### src/rtl/led_display_package.sv
// Shared types for the HUB75 LED panel driver.
//   pxl_col_t   : one half-panel row of pixels, one bit per column per colour
//   drv_state_t : row driver FSM states
package led_display_package;

   localparam int unsigned PXL_COLS = 64;

   typedef struct packed {
      logic [PXL_COLS-1:0] blue;
      logic [PXL_COLS-1:0] green;
      logic [PXL_COLS-1:0] red;
   } pxl_col_t;

   typedef enum logic [1:0] {
      IDLE,
      SHIFT,
      LATCH,
      DISPLAY
   } drv_state_t;

endpackage

### src/rtl/hub75_col_shifter.sv
// Column shifter: holds the captured top/bottom row and presents one column
// per shift, highest column index first, zeros shifted in behind.
//   bclk, n_reset : clock, async active-low reset
//   i_load        : capture i_top/i_bot
//   i_shift       : advance to the next lower column
//   o_rgb_top/bot : {blue, green, red} of the current column (register bits)
module hub75_col_shifter
   import led_display_package::*;
#(
   parameter int unsigned NUM_COLS = 64
) (
   input  logic       bclk,
   input  logic       n_reset,
   input  logic       i_load,
   input  logic       i_shift,
   input  pxl_col_t   i_top,
   input  pxl_col_t   i_bot,
   output logic [2:0] o_rgb_top,
   output logic [2:0] o_rgb_bot
);

   // index 0 = red, 1 = green, 2 = blue
   logic [2:0][NUM_COLS-1:0] r_top;
   logic [2:0][NUM_COLS-1:0] r_bot;

   // Left shift so column NUM_COLS-1 is presented first; the register drains
   // to zero after the last column, which blanks rgb outside SHIFT.
   always_ff @(posedge bclk or negedge n_reset) begin
      if (!n_reset) begin
         r_top <= '0;
         r_bot <= '0;
      end else if (i_load) begin
         r_top <= {i_top.blue[NUM_COLS-1:0], i_top.green[NUM_COLS-1:0], i_top.red[NUM_COLS-1:0]};
         r_bot <= {i_bot.blue[NUM_COLS-1:0], i_bot.green[NUM_COLS-1:0], i_bot.red[NUM_COLS-1:0]};
      end else if (i_shift) begin
         for (int c = 0; c < 3; c++) begin
            r_top[c] <= {r_top[c][NUM_COLS-2:0], 1'b0};
            r_bot[c] <= {r_bot[c][NUM_COLS-2:0], 1'b0};
         end
      end
   end

   assign o_rgb_top = {r_top[2][NUM_COLS-1], r_top[1][NUM_COLS-1], r_top[0][NUM_COLS-1]};
   assign o_rgb_bot = {r_bot[2][NUM_COLS-1], r_bot[1][NUM_COLS-1], r_bot[0][NUM_COLS-1]};

endmodule

### src/rtl/hub75_row_driver.sv
// HUB75 row driver: accepts one row (address + top/bottom pixels), shifts it
// into the panel, latches it and displays it for ON_CYCLES bclk cycles.
//   bclk, n_reset        : clock, async active-low reset
//   brightness           : (HUB75_DIM_EN only) oe-low time = ON_CYCLES*brightness/256
//   row_valid/row_ready  : row load handshake, ready only in IDLE
//   row_addr/top/bot     : row to display
//   sclk, rgb_top/bot    : panel shift clock and data
//   addr_out, le, oe     : panel row address, latch enable, output enable (low)
//   row_done             : one-cycle pulse when the display period ends
// Optional macro: HUB75_DIM_EN enables the brightness input.
module hub75_row_driver
   import led_display_package::*;
#(
   parameter int unsigned NUM_COLS  = 64,
   parameter int unsigned NUM_ROWS  = 32,
   parameter int unsigned ON_CYCLES = 256
) (
   input  logic                              bclk,
   input  logic                              n_reset,
`ifdef HUB75_DIM_EN
   input  logic [7:0]                        brightness,
`endif
   input  logic                              row_valid,
   output logic                              row_ready,
   input  logic [$clog2(NUM_ROWS/2)-1:0]     row_addr,
   input  pxl_col_t                          row_top,
   input  pxl_col_t                          row_bot,
   output logic                              sclk,
   output logic [2:0]                        rgb_top,
   output logic [2:0]                        rgb_bot,
   output logic [$clog2(NUM_ROWS/2)-1:0]     addr_out,
   output logic                              le,
   output logic                              oe,
   output logic                              row_done
);

   localparam int unsigned ADDR_W = $clog2(NUM_ROWS/2);
   localparam int unsigned CNT_W  = $clog2(NUM_COLS) + 1;
   localparam int unsigned DSP_W  = (ON_CYCLES > 1) ? $clog2(ON_CYCLES) : 1;
   localparam logic [CNT_W-1:0] LAST_PHASE = CNT_W'(2*NUM_COLS - 1);
   localparam logic [DSP_W-1:0] LAST_DSP   = DSP_W'(ON_CYCLES - 1);

   drv_state_t        r_state;
   logic [CNT_W-1:0]  r_col_cnt;
   logic [DSP_W-1:0]  r_dsp_cnt;
   logic [ADDR_W-1:0] r_addr;

   logic              w_load;
   logic              w_shift;
   logic [31:0]       w_on_time;
   logic              w_oe_next_on;

   // Number of DISPLAY cycles with oe low.
`ifdef HUB75_DIM_EN
   logic [39:0] w_on_prod;
   assign w_on_prod = 40'(ON_CYCLES) * 40'(brightness);
   assign w_on_time = 32'(w_on_prod >> 8);
`else
   assign w_on_time = 32'(ON_CYCLES);
`endif

   assign w_oe_next_on = (32'(r_dsp_cnt) + 32'd1) < w_on_time;

   // row_ready is 1 throughout IDLE, so row_valid alone qualifies the load.
   assign w_load  = (r_state == IDLE) && row_valid;
   // Advance the column as each sclk high phase ends.
   assign w_shift = (r_state == SHIFT) && r_col_cnt[0];

   hub75_col_shifter #(
      .NUM_COLS (NUM_COLS)
   ) u_col_shifter (
      .bclk      (bclk),
      .n_reset   (n_reset),
      .i_load    (w_load),
      .i_shift   (w_shift),
      .i_top     (row_top),
      .i_bot     (row_bot),
      .o_rgb_top (rgb_top),
      .o_rgb_bot (rgb_bot)
   );

   // Row sequencing FSM; outputs are registered for the state being entered.
   always_ff @(posedge bclk or negedge n_reset) begin
      if (!n_reset) begin
         r_state   <= IDLE;
         r_col_cnt <= '0;
         r_dsp_cnt <= '0;
         r_addr    <= '0;
         row_ready <= 1'b1;
         sclk      <= 1'b0;
         addr_out  <= '0;
         le        <= 1'b0;
         oe        <= 1'b1;
         row_done  <= 1'b0;
      end else begin
         row_done <= 1'b0;
         case (r_state)
            IDLE: begin
               if (row_valid) begin
                  r_addr    <= row_addr;
                  r_col_cnt <= '0;
                  row_ready <= 1'b0;
                  sclk      <= 1'b0;
                  r_state   <= SHIFT;
               end
            end
            SHIFT: begin
               // Even phase: data set up with sclk low; odd phase: sclk high.
               if (!r_col_cnt[0]) begin
                  sclk      <= 1'b1;
                  r_col_cnt <= r_col_cnt + CNT_W'(1);
               end else begin
                  sclk <= 1'b0;
                  if (r_col_cnt == LAST_PHASE) begin
                     r_col_cnt <= '0;
                     le        <= 1'b1;
                     addr_out  <= r_addr;
                     r_state   <= LATCH;
                  end else begin
                     r_col_cnt <= r_col_cnt + CNT_W'(1);
                  end
               end
            end
            LATCH: begin
               if (r_col_cnt[0]) begin
                  r_col_cnt <= '0;
                  r_dsp_cnt <= '0;
                  le        <= 1'b0;
                  oe        <= (w_on_time == 32'd0);
                  r_state   <= DISPLAY;
               end else begin
                  r_col_cnt <= r_col_cnt + CNT_W'(1);
               end
            end
            DISPLAY: begin
               if (r_dsp_cnt == LAST_DSP) begin
                  r_dsp_cnt <= '0;
                  oe        <= 1'b1;
                  row_done  <= 1'b1;
                  row_ready <= 1'b1;
                  r_state   <= IDLE;
               end else begin
                  r_dsp_cnt <= r_dsp_cnt + DSP_W'(1);
                  oe        <= !w_oe_next_on;
               end
            end
            default: r_state <= IDLE;
         endcase
      end
   end

endmodule

### config.mk
export PLATFORM = sky130hd
export DESIGN_NAME = hub75_row_driver
export DESIGN_NICKNAME = d
export VERILOG_FILES = /design/src/rtl/led_display_package.sv /design/src/rtl/hub75_col_shifter.sv /design/src/rtl/hub75_row_driver.sv
export SDC_FILE = /design/constraint.sdc
export NUM_CORES = 1
export LEC_CHECK = 0
export ABC_CLOCK_PERIOD_IN_PS = 5400
export CAP_MARGIN = 10
export CORE_MARGIN = 2
export CORE_UTILIZATION = 40
export CTS_CLUSTER_DIAMETER = 200
export DETAILED_ROUTE_END_ITERATION = 8
export PLACE_DENSITY = 0.65
export SYNTH_ARGS = -nofsm -noshare
export SYNTH_HDL_FRONTEND = slang
export SYNTH_SLANG_ARGS = --single-unit
### constraint.sdc
create_clock -name bclk -period 5.4 [get_ports bclk]
set_clock_uncertainty 0.2 [all_clocks]
set_input_delay 1.08 -clock bclk [delete_from_list [all_inputs] [get_ports bclk]]
set_output_delay 1.08 -clock bclk [all_outputs]
set_load 0.01 [all_outputs]
==> impl_metrics.yaml <==
sta:
  drv_slew: 0
  relSlewSlack: 0.310
  min_period_ns: 3.03
  final_hold_viol_count: 0
  setup_tns_ns: 0
  fmax_mhz: 330
  tightest_slew_ns: 1.04
  period_share: 0.561
  finalSetupViolations: 0
  rsz0062_at_grt: "false"
logic_synthesis:
  syn-instance-count: 2242
  netlist_area_um2: 18600
  ys_top_cells_by_area: "dfrtp_1 55%, nand2_1 16%, a31oi_1 13%"
  yosysSeqAreaShare: 0.556
  syn_avg_cell_area_um2: 8.31
  syn_nets: 2642
  yosysTopAreaCell: "dfrtp_1"
  synth.top_cell.area_share: 0.553
  netlist-cell-type-count: 41
  synth_warnings: 0
  synth_seq_cells: 414
drt:
  dr_total_vias: 16600
  drt_wl_total_um: 51900
  dr.pass1.iters: 5
  drc: 0
  viasPerCell: 5.20
  ant_nets: 0
  routedWlPerCell_um: 16.3
  drt-initial-drc-count: 1370
power:
  peakVddDrop_mv: 0.292
  powerDensity_nw_per_um2: 276
  leakage_uw: 0.0116
critical_path:
  r2r_start: "r_state[1]"
  crit_slowest_cell: "and2_4"
  r2r_cells: 7
  cpPeakStageDelay_ns: 0.68
  arrival_ns: 3.33
  cp_data_required_time_ns: 5.70
  cp.depth: 5
  path_delay_family: "buffers and inverters"
  ff2ff_setup_slack_ns: 2.50
  setup.worst_path.end: "u_col_shifter.r_bot[101]"
  crit_path_start_kind: "input port"
  startpoint: "row_valid"
  rr_endpoint: "u_col_shifter.r_bot[113]"
  path_buf_inv: 2
  crit_path_max_fanout: 123
  critPathCaptureType: "flop"
  crit_type: "in -> reg"
  crit_path_cell_trace: "clkdlybuf4s50_1 -> and2_4 -> buf_12 -> nand2_1 -> a31oi_1"
clock_network:
  holdBufCountCts: 0
  clockBufferDepth: 3
  cts_root_buf: "clkbuf_16"
  cts_tree: "built"
  clock-sinks: 414
  clk_pin_slew_worst_paths_ns: 0.06
  h-tree-depth: 2
  cts-buffers-inserted: 45
  clock_latency_ns: 0.58
  ctsResizeCount: 0
  post_cts_buffers: 0
flow_run:
  drv_cap: 0
floorplan:
  rows: 79
  die_x_um: 220
  ios: 406
  initial_core_util: 0.403
  core_area_um2: 46300
  die_area_um2: 48300
  die_h_um: 220
cells_and_area:
  fin_nets: 2942
  fill_cells: 4324
  utilization: 0.535
  layout_common_cells: "777 x nand2_1, 412 x dfrtp_1, 404 x clkdlybuf4s50_1, 389 x nor2_1, 378 x a31oi_1"
  layout_commonest_cell: "nand2_1"
  drive_gt1_frac: 0.0461
  syn2layout_area_growth_pct: 32.7
grt:
  grt_pass1_wl_um: 82200
  grt_pass1_vias: 15800
  grt_util_all_layers: 0.212
  antenna_found_initial: 9
  grt_max_degree: 220
  grt_overflow: 0
placement:
  place_congestion: 0.826
  post-dp-hpwl_um: 34800
  io_buffers: 405
status:
  status: "finished, final reports clean"
min_path:
  hold_path_class: "reg -> reg"
-- per-layer routing --
layer	share of wire	up-vias	wire (um)	GRT usage
met4	0.022	6	1130	0.0655
met5	0.00085	-	44	0
li1	-	8087	-	-
met3	0.065	79	3350	0.0436
met1	0.45	7976	23400	0.297
met2	0.46	445	24000	0.331
-- worst min path at each step --
stage          slack (ns)  cells past startpoint   endpoint  startpoint
2_1_floorplan        0.24                      2  r_addr[0]   r_addr[0]
3_3_place_gp         0.25                      2  r_addr[1]   r_addr[1]
3_5_place_dp         0.27                      2  r_addr[2]   r_addr[2]
4_1_cts              0.29                      2  r_addr[1]   r_addr[1]
5_1_grt              0.30                      2  r_addr[2]   r_addr[2]
6_report             0.28                      2  r_addr[2]   r_addr[2]
-- final cells by class --
class	count	area [um2]	share of cell area
inverters	7	26.3	0.00106
well taps	607	759	0.0307
repair buffers	432	4420	0.179
clock inverters	20	282	0.0114
flip-flops and latches	414	10400	0.419
clock buffers	64	1350	0.0545
multi-input cells	1642	7510	0.304
diodes	7	17.5	0.000708
-- flip-flops by register name (all words and copies together) (netlist names) --
signal / cells
r_state: 2
r_addr: 4
r_col_cnt: 7
u_col_shifter.r_top: 189
addr_out: 4
oe: 1
le: 1
r_dsp_cnt: 8
u_col_shifter.o_rgb_top: 3
row_ready: 1
u_col_shifter.o_rgb_bot: 3
row_done: 1
sclk: 1
u_col_shifter.r_bot: 189
-- report_power, final --
part / internal [uW] / total, uW / switching (uW)
clock: 2040 / 3340 / 1300
combinational: 255 / 383 / 128
sequential: 3100 / 3100 / 0
-- cells by family after synthesis --
kind of cell / share of synthesized area
AO/OA/AOI/OAI: 0.142
flip-flops: 0.556
XOR/XNOR: 0.000940
buffers and inverters: 0.0425
adder cells (fa/ha/maj): 0.00604
multiplexers: 0.00685
AND/OR/NAND/NOR: 0.245
-- cell usage after synthesis --
cell and count:
nor4_1 2, o2bb2ai_1 1, nor2b_4 1, o211ai_1 1, nand3b_1 2, a32oi_1 1, a222oi_1 1, or2_1 1
o22ai_1 1, nand4_1 3, and2_1 1, buf_1 19, mux2i_1 6, nor2b_1 2, xnor2_1 2, ha_1 9
o21ai_1 1, nand3_1 6, buf_4 6, or4b_1 1, nor2_1 389, o2111ai_1 1, a21o_1 3, nand2_1 778
o21ai_0 16, nand2_2 1, nor3_1 6, a32o_1 1, a22oi_1 2, dfstp_2 2, mux2_2 6, a31oi_1 378
inv_1 7, clkbuf_1 97, dfrtp_1 412, buf_2 57, nor3b_1 1, and3_1 4, o21a_1 1, a21oi_1 5
a22o_1 8
-- worst register-to-register path, delay by kind of cell, from the launching register on --
| family | cells | cell delay [ns] |
|---|---|---|
| simple gates | 3 | 0.97 |
| buf+inv | 2 | 0.66 |
| fa+ha+maj | 1 | 0.42 |
| compound gates | 1 | 0.16 |
| flops | 1 | 0.42 |
-- stage by stage --
| step | area [um2] | total power (uW) | hold WS, ns | instances | worst slack [ns] |
|---|---|---|---|---|---|
| after global routing | 24700 | 7060 | 0.305 | 3190 | 2.23 |
| after floorplan | 18600 | 3160 | 0.242 | 2242 | 3.08 |
| after global placement | 23100 | 3550 | 0.254 | 3102 | 1.86 |
| final | 24700 | 6820 | 0.279 | 3193 | 2.37 |
| after CTS | 24700 | 6920 | 0.285 | 3186 | 2.40 |
| after detailed placement | 23100 | 3550 | 0.270 | 3102 | 1.77 |
No activity file was read; power rests on OpenSTA's default activity.
